--- config.mk ---
export PLATFORM = sky130hd
export DESIGN_NAME = spectrum_peak_scan_flat
export DESIGN_NICKNAME = d
export VERILOG_FILES = /design/src/rtl/spectrum_peak_scan_if.sv /design/src/rtl/spectrum_peak_scan.sv /design/src/flat_wrapper.sv
export SDC_FILE = /design/constraint.sdc
export NUM_CORES = 1
export LEC_CHECK = 0
export CAP_MARGIN = 10
export CORE_MARGIN = 3
export CORE_UTILIZATION = 45
export CTS_CLUSTER_SIZE = 20
export DETAILED_ROUTE_END_ITERATION = 16
export HOLD_SLACK_MARGIN = 0.15
export MAX_ROUTING_LAYER = met4
export PLACE_DENSITY = 0.76
export SLEW_MARGIN = 0
export SYNTH_ARGS = -nofsm -noshare
export SYNTH_HDL_FRONTEND = slang
export SYNTH_SLANG_ARGS = --single-unit
--- constraint.sdc ---
create_clock -name clk -period 7.4 [get_ports clk]
set_input_delay 2.22 -clock clk [delete_from_list [all_inputs] [get_ports clk]]
set_output_delay 2.22 -clock clk [all_outputs]
set_load 0.01 [all_outputs]
--- src/rtl/spectrum_peak_scan_if.sv ---
`default_nettype none
//============================================================================
// Module      : spectrum_peak_scan_if
// Description : Bundle between the spectrum peak scanner and its environment.
//               Carries the scan handshake (start/busy/done), the magnitude
//               RAM read port (rd_addr/rd_data) and the feature results.
//   slave  modport : the scanner (drives rd_addr, busy, done, results)
//   master modport : the environment (drives start and RAM read data)
// Revision    : 1.0 - initial release
//============================================================================
interface spectrum_peak_scan_if #(
    parameter int ADDR_W = 12,
    parameter int DATA_W = 16
);
    logic              start;
    logic [ADDR_W-1:0] rd_addr;
    logic [DATA_W-1:0] rd_data;
    logic              busy;
    logic              done;
    logic [ADDR_W-1:0] carrier_bin;
    logic [DATA_W-1:0] carrier_mag;
    logic              sb_found;
    logic [ADDR_W-1:0] sb_bin;
    logic [DATA_W-1:0] sb_mag;
    logic [ADDR_W-1:0] sb_offset;
    logic [ADDR_W:0]   sig_count;
    logic [DATA_W+1:0] carrier_sum;

    modport slave (
        input  start, rd_data,
        output rd_addr, busy, done, carrier_bin, carrier_mag, sb_found,
               sb_bin, sb_mag, sb_offset, sig_count, carrier_sum
    );

    modport master (
        output start, rd_data,
        input  rd_addr, busy, done, carrier_bin, carrier_mag, sb_found,
               sb_bin, sb_mag, sb_offset, sig_count, carrier_sum
    );
endinterface
`default_nettype wire

--- src/rtl/spectrum_peak_scan.sv ---
`default_nettype none
//============================================================================
// Module      : spectrum_peak_scan
// Description : Two-pass scan of the FFT magnitude RAM. Pass 1 finds the
//               carrier (maximum bin). Pass 2 re-reads a window around the
//               carrier to find the strongest sideband outside a guard zone
//               and counts bins above carrier_mag >> THR_SHIFT.
// Ports       : clk, rst_n (async, active low)
//               bus (spectrum_peak_scan_if.slave):
//                 start in, rd_data in, rd_addr out, busy/done out,
//                 carrier_bin/mag, sb_found/bin/mag/offset, sig_count,
//                 carrier_sum out
// Option      : CARRIER_SUM_EN - when defined, carrier_sum accumulates the
//               carrier bin and its two neighbours; otherwise it is tied 0.
// Revision    : 1.0 - initial release
//============================================================================
module spectrum_peak_scan #(
    parameter int ADDR_W       = 12,
    parameter int DATA_W       = 16,
    parameter int SEARCH_START = 1,
    parameter int SEARCH_END   = 2047,
    parameter int WIN          = 64,
    parameter int GUARD        = 2,
    parameter int THR_SHIFT    = 3,
    parameter int RD_LAT       = 2
) (
    input  wire logic             clk,
    input  wire logic             rst_n,
    spectrum_peak_scan_if.slave   bus
);

    localparam logic [2:0] S_IDLE     = 3'd0;
    localparam logic [2:0] S_P1_RD    = 3'd1;
    localparam logic [2:0] S_P1_FLUSH = 3'd2;
    localparam logic [2:0] S_P2_RD    = 3'd3;
    localparam logic [2:0] S_P2_FLUSH = 3'd4;
    localparam logic [2:0] S_DONE     = 3'd5;

    localparam int FCW = (RD_LAT > 1) ? $clog2(RD_LAT) : 1;
    localparam int EW  = ADDR_W + 2;

    localparam logic [ADDR_W-1:0] SS_A    = ADDR_W'(SEARCH_START);
    localparam logic [ADDR_W-1:0] SE_A    = ADDR_W'(SEARCH_END);
    localparam logic [ADDR_W-1:0] WIN_A   = ADDR_W'(WIN);
    localparam logic [ADDR_W-1:0] GUARD_A = ADDR_W'(GUARD);
    localparam logic [EW-1:0]     SS_E    = EW'(SEARCH_START);
    localparam logic [EW-1:0]     SE_E    = EW'(SEARCH_END);
    localparam logic [EW-1:0]     WIN_E   = EW'(WIN);
    localparam logic [ADDR_W:0]   CNT_MAX = {(ADDR_W+1){1'b1}};
    localparam logic [FCW-1:0]    FL_LAST = FCW'(RD_LAT - 1);

    // ---------------- FSM state ----------------
    logic [2:0]     state_q, state_d;
    logic [FCW-1:0] flush_cnt_q;
    logic           flush_last;

    // FSM decoded outputs
    logic fsm_busy, fsm_done, issue, in_p1, in_p2, accept, p1_end, p2_end;

    // ---------------- datapath ----------------
    logic [ADDR_W-1:0] rd_addr_q;
    logic [RD_LAT-1:0] vld_q;
    logic [ADDR_W-1:0] adl_q [RD_LAT];
    logic              r_vld;
    logic [ADDR_W-1:0] r_addr;

    logic [DATA_W-1:0] max_mag_q, max_mag_d;
    logic [ADDR_W-1:0] max_bin_q, max_bin_d;

    logic [ADDR_W-1:0] cbin_q;
    logic [DATA_W-1:0] cmag_q;
    logic [DATA_W-1:0] thr_q;
    logic [ADDR_W-1:0] hi_q;
    logic [ADDR_W-1:0] lo_w, hi_w;
    logic [EW-1:0]     cext_w;

    logic [DATA_W-1:0] sbr_mag_q, sbr_mag_d;
    logic [ADDR_W-1:0] sbr_bin_q, sbr_bin_d;
    logic [ADDR_W:0]   cnt_q, cnt_d;
    logic [ADDR_W-1:0] dist_w;
    logic [ADDR_W-1:0] off_w;

    logic [ADDR_W-1:0] res_cbin_q, res_sbbin_q, res_off_q;
    logic [DATA_W-1:0] res_cmag_q, res_sbmag_q;
    logic              res_found_q;
    logic [ADDR_W:0]   res_cnt_q;

    assign flush_last = (flush_cnt_q == FL_LAST);

    // ---------------- FSM: state register ----------------
    always_ff @(posedge clk or negedge rst_n) begin
        if (!rst_n) begin
            state_q     <= S_IDLE;
            flush_cnt_q <= '0;
        end else begin
            state_q <= state_d;
            if ((state_q == S_P1_FLUSH || state_q == S_P2_FLUSH) && !flush_last)
                flush_cnt_q <= flush_cnt_q + FCW'(1);
            else
                flush_cnt_q <= '0;
        end
    end

    // ---------------- FSM: next state ----------------
    always_comb begin
        state_d = state_q;
        case (state_q)
            S_IDLE:     if (bus.start)            state_d = S_P1_RD;
            S_P1_RD:    if (rd_addr_q == SE_A)    state_d = S_P1_FLUSH;
            S_P1_FLUSH: if (flush_last)           state_d = S_P2_RD;
            S_P2_RD:    if (rd_addr_q == hi_q)    state_d = S_P2_FLUSH;
            S_P2_FLUSH: if (flush_last)           state_d = S_DONE;
            S_DONE:                               state_d = S_IDLE;
            default:                              state_d = S_IDLE;
        endcase
    end

    // ---------------- FSM: outputs ----------------
    always_comb begin
        fsm_busy = (state_q != S_IDLE) && (state_q != S_DONE);
        fsm_done = (state_q == S_DONE);
        issue    = (state_q == S_P1_RD) || (state_q == S_P2_RD);
        in_p1    = (state_q == S_P1_RD) || (state_q == S_P1_FLUSH);
        in_p2    = (state_q == S_P2_RD) || (state_q == S_P2_FLUSH);
        accept   = (state_q == S_IDLE) && bus.start;
        p1_end   = (state_q == S_P1_FLUSH) && flush_last;
        p2_end   = (state_q == S_P2_FLUSH) && flush_last;
    end

    // Read data is paired with the address issued RD_LAT cycles earlier.
    assign r_vld  = vld_q[RD_LAT-1];
    assign r_addr = adl_q[RD_LAT-1];

    // Window bounds derived from the pass-1 result that is being finalised
    // this cycle, so pass 2 can start with no bubble. Comparisons are done
    // in a widened domain so the clamp never wraps.
    assign cext_w = {2'b00, max_bin_d};
    assign lo_w   = (cext_w < SS_E + WIN_E)  ? SS_A : max_bin_d - WIN_A;
    assign hi_w   = (cext_w + WIN_E > SE_E)  ? SE_A : max_bin_d + WIN_A;

    assign dist_w = (r_addr >= cbin_q) ? r_addr - cbin_q : cbin_q - r_addr;
    assign off_w  = (sbr_bin_d >= cbin_q) ? sbr_bin_d - cbin_q : cbin_q - sbr_bin_d;

    // Running maxima and counter. Strict '>' keeps the lowest index on ties
    // because bins are scanned in ascending order; the sideband max starts at
    // 0, so '>' also enforces mag > 0.
    always_comb begin
        max_mag_d = max_mag_q;
        max_bin_d = max_bin_q;
        sbr_mag_d = sbr_mag_q;
        sbr_bin_d = sbr_bin_q;
        cnt_d     = cnt_q;
        if (r_vld && in_p1 && (bus.rd_data > max_mag_q)) begin
            max_mag_d = bus.rd_data;
            max_bin_d = r_addr;
        end
        if (r_vld && in_p2 && (dist_w > GUARD_A)) begin
            if (bus.rd_data > sbr_mag_q) begin
                sbr_mag_d = bus.rd_data;
                sbr_bin_d = r_addr;
            end
            if ((bus.rd_data > thr_q) && (cnt_q != CNT_MAX))
                cnt_d = cnt_q + 1'b1;
        end
    end

    always_ff @(posedge clk or negedge rst_n) begin
        if (!rst_n) begin
            rd_addr_q   <= '0;
            vld_q       <= '0;
            for (int i = 0; i < RD_LAT; i++) adl_q[i] <= '0;
            max_mag_q   <= '0;
            max_bin_q   <= '0;
            cbin_q      <= '0;
            cmag_q      <= '0;
            thr_q       <= '0;
            hi_q        <= '0;
            sbr_mag_q   <= '0;
            sbr_bin_q   <= '0;
            cnt_q       <= '0;
            res_cbin_q  <= '0;
            res_cmag_q  <= '0;
            res_found_q <= 1'b0;
            res_sbbin_q <= '0;
            res_sbmag_q <= '0;
            res_off_q   <= '0;
            res_cnt_q   <= '0;
        end else begin
            // address delay line
            vld_q[0] <= issue;
            adl_q[0] <= rd_addr_q;
            for (int i = 1; i < RD_LAT; i++) begin
                vld_q[i] <= vld_q[i-1];
                adl_q[i] <= adl_q[i-1];
            end

            // read address generator; holds when not reading
            if (accept)
                rd_addr_q <= SS_A;
            else if (p1_end)
                rd_addr_q <= lo_w;
            else if ((state_q == S_P1_RD && rd_addr_q != SE_A) ||
                     (state_q == S_P2_RD && rd_addr_q != hi_q))
                rd_addr_q <= rd_addr_q + 1'b1;

            // pass 1
            if (accept) begin
                max_mag_q <= '0;
                max_bin_q <= SS_A;
            end else begin
                max_mag_q <= max_mag_d;
                max_bin_q <= max_bin_d;
            end

            // carrier latch and pass-2 initialisation
            if (p1_end) begin
                cbin_q    <= max_bin_d;
                cmag_q    <= max_mag_d;
                thr_q     <= max_mag_d >> THR_SHIFT;
                hi_q      <= hi_w;
                sbr_mag_q <= '0;
                sbr_bin_q <= max_bin_d;
                cnt_q     <= '0;
            end else begin
                sbr_mag_q <= sbr_mag_d;
                sbr_bin_q <= sbr_bin_d;
                cnt_q     <= cnt_d;
            end

            // results become visible in DONE and hold until the next DONE
            if (p2_end) begin
                res_cbin_q  <= cbin_q;
                res_cmag_q  <= cmag_q;
                res_found_q <= (sbr_mag_d != '0);
                res_sbbin_q <= sbr_bin_d;
                res_sbmag_q <= sbr_mag_d;
                res_off_q   <= off_w;
                res_cnt_q   <= cnt_d;
            end
        end
    end

`ifdef CARRIER_SUM_EN
    logic [DATA_W+1:0] sum_q, sum_d, res_sum_q;

    // Neighbours outside [lo,hi] are never read, so they add nothing.
    always_comb begin
        sum_d = sum_q;
        if (r_vld && in_p2 && (dist_w <= ADDR_W'(1)))
            sum_d = sum_q + (DATA_W+2)'(bus.rd_data);
    end

    always_ff @(posedge clk or negedge rst_n) begin
        if (!rst_n) begin
            sum_q     <= '0;
            res_sum_q <= '0;
        end else begin
            if (p1_end) sum_q <= '0;
            else        sum_q <= sum_d;
            if (p2_end) res_sum_q <= sum_d;
        end
    end

    assign bus.carrier_sum = res_sum_q;
`else
    assign bus.carrier_sum = '0;
`endif

    assign bus.rd_addr     = rd_addr_q;
    assign bus.busy        = fsm_busy;
    assign bus.done        = fsm_done;
    assign bus.carrier_bin = res_cbin_q;
    assign bus.carrier_mag = res_cmag_q;
    assign bus.sb_found    = res_found_q;
    assign bus.sb_bin      = res_sbbin_q;
    assign bus.sb_mag      = res_sbmag_q;
    assign bus.sb_offset   = res_off_q;
    assign bus.sig_count   = res_cnt_q;

endmodule
`default_nettype wire

--- src/flat_wrapper.sv ---
// flat-port wrapper written by rule: the top's interface ports become plain ports
module spectrum_peak_scan_flat 
#(
    parameter int ADDR_W       = 12,
    parameter int DATA_W       = 16,
    parameter int SEARCH_START = 1,
    parameter int SEARCH_END   = 2047,
    parameter int WIN          = 64,
    parameter int GUARD        = 2,
    parameter int THR_SHIFT    = 3,
    parameter int RD_LAT       = 2
)
  (clk, rst_n, bus_start, bus_rd_data, bus_rd_addr, bus_busy, bus_done, bus_carrier_bin, bus_carrier_mag, bus_sb_found, bus_sb_bin, bus_sb_mag, bus_sb_offset, bus_sig_count, bus_carrier_sum);
  spectrum_peak_scan_if #(.ADDR_W(ADDR_W), .DATA_W(DATA_W)) bus_i ();
  input  wire logic clk;
  input  wire logic rst_n;
  input wire logic [$bits(bus_i.start)-1:0] bus_start;
  input wire logic [$bits(bus_i.rd_data)-1:0] bus_rd_data;
  output wire logic [$bits(bus_i.rd_addr)-1:0] bus_rd_addr;
  output wire logic [$bits(bus_i.busy)-1:0] bus_busy;
  output wire logic [$bits(bus_i.done)-1:0] bus_done;
  output wire logic [$bits(bus_i.carrier_bin)-1:0] bus_carrier_bin;
  output wire logic [$bits(bus_i.carrier_mag)-1:0] bus_carrier_mag;
  output wire logic [$bits(bus_i.sb_found)-1:0] bus_sb_found;
  output wire logic [$bits(bus_i.sb_bin)-1:0] bus_sb_bin;
  output wire logic [$bits(bus_i.sb_mag)-1:0] bus_sb_mag;
  output wire logic [$bits(bus_i.sb_offset)-1:0] bus_sb_offset;
  output wire logic [$bits(bus_i.sig_count)-1:0] bus_sig_count;
  output wire logic [$bits(bus_i.carrier_sum)-1:0] bus_carrier_sum;
  assign bus_i.start = bus_start;
  assign bus_i.rd_data = bus_rd_data;
  assign bus_rd_addr = bus_i.rd_addr;
  assign bus_busy = bus_i.busy;
  assign bus_done = bus_i.done;
  assign bus_carrier_bin = bus_i.carrier_bin;
  assign bus_carrier_mag = bus_i.carrier_mag;
  assign bus_sb_found = bus_i.sb_found;
  assign bus_sb_bin = bus_i.sb_bin;
  assign bus_sb_mag = bus_i.sb_mag;
  assign bus_sb_offset = bus_i.sb_offset;
  assign bus_sig_count = bus_i.sig_count;
  assign bus_carrier_sum = bus_i.carrier_sum;
  spectrum_peak_scan #(.ADDR_W(ADDR_W), .DATA_W(DATA_W), .SEARCH_START(SEARCH_START), .SEARCH_END(SEARCH_END), .WIN(WIN), .GUARD(GUARD), .THR_SHIFT(THR_SHIFT), .RD_LAT(RD_LAT)) u_core (.clk(clk), .rst_n(rst_n), .bus(bus_i));
endmodule
After elaboration in Yosys (flattened, before gate mapping)
Index checks and enable logic that the tools add are counted. W data, S select, Z words.

Reductions and logical operators: 23. Mux-type cells: 27. Magnitude comparators: 8. Eq/ne operators: 16. Add/sub/neg operators: 10.

Operators with widths (number): $mux W12 (12); $mux W16 (5); $sub A12 B12 Y12 (4); $mux W13 (3); $gt A16 B16 Y1 (2); $ge A12 B12 Y1 (2); $gt A16 B13 Y1 (1); $reduce_bool A16 Y1 (1); $mux W3 (5); $pmux W3 S5 (1); $gt A14 B11 Y1 const B (1); $add A12 B7 Y13 const B (1); $add A13 B1 Y13 const B (1); $ne A13 B13 Y1 const B (1); $add A12 B1 Y12 const B (1); $add A12 B7 Y12 const B (1); $eq A12 B11 Y1 const B (1); $eq A12 B12 Y1 (1); $gt A12 B2 Y1 const B (1); $logic_and A1 B1 Y1 (12); $lt A12 B7 Y1 const B (1); $ne A12 B11 Y1 const B (1); $ne A12 B12 Y1 (1); $sub A12 B7 Y12 const B (1); 13 further kinds (23).

Register bits: 246. Output and inout bits: 114. Input bits: 19. Logic and storage cells: 106.

Longest topological paths before layout
Word-level depth: 9. Depth in mapped cells: 32.

Worst setup path after synthesis
Ideal clock, no wire load.

Path type: input-to-reg. Start point: input bus_rd_data[9]. End point: register u_core.res_off_q[7] (netlist: u_core.bus.sb_offset[7]). Slack: 0.189 ns. Cell stages on the path: 28. Path buffers: 4. Required time: 7.274 ns. Setup time: 0.126 ns. Arrival: 7.085 ns. Cells stage by stage: ha_1 a21o_1 a21o_1 a21oi_1 nor2_1 a211oi_1 o2111ai_1 and2_1 nand2_1 buf_2 buf_1 nor2_1 a21oi_1 inv_1 ha_1 clkbuf_1 nand2_1 nor2_1 and3_1 nand3_1 nand2_1 a21boi_0 o21ai_0 clkbuf_1 inv_1 a2bb2oi_2 a2111oi_4 a311o_1.

Word-level cells in the longest chain between the ends: 5.

RTL lines: start, declared (RTL line flat_wrapper.sv:18) `input wire logic [$bits(bus_i.rd_data)-1:0] bus_rd_data;`; $gt A16 B16 Y1 (*) (RTL line spectrum_peak_scan.sv:158) `if (bus.rd_data > sbr_mag_q) begin`; $mux W12 (*) (RTL line spectrum_peak_scan.sv:158); $mux W12 (*) (RTL line spectrum_peak_scan.sv:157) `if (r_vld && in_p2 && (dist_w > GUARD_A)) begin`; $sub A12 B12 Y12 or $ge A12 B12 Y1 (tied branches) (RTL line spectrum_peak_scan.sv:142) `assign off_w = (sbr_bin_d >= cbin_q) ? sbr_bin_d - cbin_q : cbin_q - sbr_bin_d;`; $mux W12 (*) (RTL line spectrum_peak_scan.sv:142); end signal, assigned (RTL line spectrum_peak_scan.sv:237) `res_off_q <= off_w;`; end, declared (RTL line spectrum_peak_scan.sv:83) `logic [ADDR_W-1:0] res_cbin_q, res_sbbin_q, res_off_q;`.

Mark *: on every way between the ends. The rest lies on a longest branch, timed or not. A chain may end at the register's enable or synchronous reset.

Worst setup path after layout
Start point: input bus_rd_data[9]. End point: register u_core.res_off_q[10] (netlist: u_core.bus.sb_offset[10]).

The elaborated chain is that of the path after synthesis.

==> impl_results.md <==
- Final Util: between 50% and 60%
- Pin count of the biggest net entering global routing: 126
- Final wirelength: ~37,000 µm
- Finished layout cell area: 0.0160 mm²
- Status: finished clean
- Actual slew at the worst max-slew pin: between 1 and 1.5 ns
- FFs w/ async S/R, synth: 100%
- Antenna violations before repair: 0
- Residual DRC count: 0
- Part of the cycle the worst path needs: 92.9%
- Area Growth Syn to Fin: 21.1%
- Post-synth EDFFs: 0
- Synth Area per Inst: 9.25 µm²
- CTS Buf Count: 25
- Hold Crit Class: reg2reg
- Area post-placement: 0.0150 mm²
- HPWL after DPL: between 20,000 and 30,000 µm
- Gr ovfl total: 0
- WP data arrival: 7.33 ns
- Final setup fails: 0
- Sequential fraction of the synthesis area: between 40 and 50%
- Die Ht: 177 µm
- Final hold violations: 0
- Max transition margin: ~29%
- CTS resizes: 0
- # H-tree levels: 1
- Final nets: ~1,700
- Yosys reg bits: 233
- RD Place Congestion: slightly above 1
- Initial Util: between 40% and 50%
- VDD IR-drop max: 0.000213 V
- Max-Cap Viols: 0
- # diodes: 0
- Pleak: about 0.0075 µW
- Final antenna-violating net count: 0
- Post-CTS Setup Bufs: 0
- Clock latency on the worst-skew pair: 0.54 ns
- Syn. warnings: 0
- RSZ-0062 raised after global routing: no
- Main synth FF type: dfrtp_1
- Drt pass-1 iters: 6
- Die W: 177 µm
- Total number of vias: approximately 11,000
- Synth cell types: 85
- Layout Cells excl Fill: 1,965
- Port Buffers: 114
- Post-route setup TNS: 0 ns
- Clock-pin slew on the worst setup and hold paths: 0.06 ns
- Cell count after synthesis: 1,426
- Sink Count: 233
- First-pass GRT wire length: 59,800 µm
- Clk buf depth: 3
- Max Slew Vio Count: 0
- Routed wire per std cell: 18.9 µm
- CTS tree: built
- Dpl cells: ~1,900
- Gr usage total: between 20% and 30%
- Starting DRT DRC Count: 1,119
- Num ports: 133
- Share of cells above drive strength 1: slightly below 9%
- Pwr per Cell Area: 482 mW/mm²
- Number of global-route vias before repair: approximately 11,000
- Synthesized area: 0.0132 mm²
- Core Area: 0.0288 mm²
- Hold WS: 0.347 ns
- Crit path capture type: flop
- Skew final: 0.00730 ns
- Critical path peak fanout: 16
- CP startpoint kind: input port
- CTS Hold Bufs: 0
- Routed vias/inst: 5.63
- Die area: roughly 0.031 mm²
- Min Tclk post-route: 6.87 ns
- Crit Path Class: in2reg
- Clock root cell: clkbuf_16
- WP data required: 7.86 ns
- Peak Freq: 146 MHz
- Std-Cell Rows: 62
==> placed cells by master, fill, tap and decap left out, types with 28 or more instances in the layout <==
cell type / netlist / final
nand2_1: 165 / 164
nor2_1: 136 / 136
a21oi_1: 83 / 83
dfrtp_1: 233 / 233
ha_1: 89 / 89
clkdlybuf4s50_1: 0 / 113
inv_1: 99 / 99
buf_4: 21 / 61
mux2i_1: 54 / 54
o21ai_0: 116 / 115
nor3_1: 28 / 28
==> sequential cells by signal, summed over array words and instances (netlist names) <==
name and count:
u_core.r_addr 12, u_core.bus.carrier_mag 16, u_core.bus.sb_offset 12, u_core.max_bin_q 12, u_core.bus.sb_mag 16, u_core.cnt_q 13
u_core.max_mag_q 16, u_core.hi_q 12, u_core.cbin_q 12, u_core.bus.sb_bin 12, u_core.bus.sb_found 1, u_core.bus.rd_addr 12
u_core.bus.sig_count 13, u_core.bus.carrier_bin 12, u_core.state_q 3, u_core.adl_q 12, u_core.sbr_bin_q 12, u_core.vld_q 2
u_core.flush_cnt_q 1, u_core.sbr_mag_q 16, u_core.cmag_q 16
==> final timing paths <==
kind / from / end / slack (ns) / depth (start not counted)
worst max-delay path: bus_rd_data[9] / u_core.bus.sb_offset[10] / 0.53 / 27
worst min-delay path: u_core.adl_q[20] / u_core.r_addr[8] / 0.35 / 0
worst max register to register: u_core.r_addr[0] / u_core.bus.sb_offset[10] / 0.57 / 28
worst min register to register: u_core.adl_q[20] / u_core.r_addr[8] / 0.35 / 0
max in group asynchronous: rst_n / u_core.adl_q[22] / 4.55 / 2
min in group asynchronous: rst_n / u_core.bus.sig_count[1] / 1.72 / 1
==> cells by family (layout without fill, tap and decap cells) <==
logic type	after synthesis	after routing	synth area share, %
buf+inv	185	323	5.96
simple gates	456	456	15.7
fa+ha+maj	92	92	8.89
flops	233	233	44.2
xor+xnor	48	48	3.19
compound gates	352	352	17.5
mux	59	59	4.55
other cells	1	18	0.0284
==> metrics by stage <==
step                      power [µW]  worst slack (ns)
after CTS                       7710             0.602
final                           7710             0.527
after detailed placement        6190            0.0281
after global routing            8260            0.0363
after floorplan                 4590             0.189
after global placement          6120             0.171
==> metal layers <==
layer / global-route usage, % / share of wire [%] / up-vias
met5: - / 0 / -
met4: 6.64 / 3.2 / 0
met3: 3.45 / 7.2 / 82
met2: 38.4 / 46 / 429
met1: 33.8 / 44 / 5318
li1: - / - / 5229
==> where the power goes <==
group / switching, µW / internal (µW) / leakage [µW]
Clock: 522 / 952 / 0.000488
Combinational: 2330 / 1720 / 0.00417
Sequential: 419 / 1780 / 0.00287
Total: 3270 / 4450 / 0.00753
==> final cells by class <==
cell class                 instances  area [µm²]
clock buffer                      31         698
multi-input combinational       1025        6660
timing repair buffer             177        1640
inverter                         100         375
tap                              384         480
fill                            2560       12800
clock inverter                    15         297
sequential                       233        5830
==> worst max-delay path, cell delays in order <==
cell	delay, ns
clkdlybuf4s50_1	0.42
ha_1	0.33
a21o_1	0.19
a21o_1	0.16
a21oi_1	0.18
nor2_1	0.06
a211oi_1	0.28
o2111ai_1	0.22
and2_1	0.23
nand2_1	0.11
buf_4	0.19
nor2_1	0.05
a21oi_1	0.16
inv_1	0.10
ha_1	0.34
a21oi_1	0.24
o21ai_0	0.12
a21oi_1	0.19
o21a_1	0.17
nand2_1	0.05
a21boi_0	0.16
o21ai_1	0.14
buf_12	0.17
a21o_1	0.16
nor4_1	0.34
o21ai_0	0.15
a31oi_1	0.17
==> Yosys cell counts, types with 6 or more instances <==
master,count,area [µm²]
o21a_1,10,75.1
nand4_1,19,119
nor2_1,136,510
o22ai_1,7,43.8
a211oi_1,8,60.1
clkbuf_1,54,203
a21oi_1,83,415
nand2_1,165,619
xnor2_1,22,193
a21o_1,26,195
a31oi_1,22,138
and3_1,12,75.1
or3_1,8,50.1
nor4_1,15,93.8
a311oi_1,7,61.3
and2_1,13,81.3
buf_4,21,158
xor2_1,26,228
nor3_1,28,140
a21boi_0,6,45.0
mux2i_1,54,541
nor2b_1,10,62.6
nand2b_1,7,43.8
ha_1,89,1110
nand3_1,26,130
o21ai_0,116,581
a221oi_1,6,52.6
inv_1,99,372
dfrtp_1,233,5830
(Power assumes the default switching activity.)
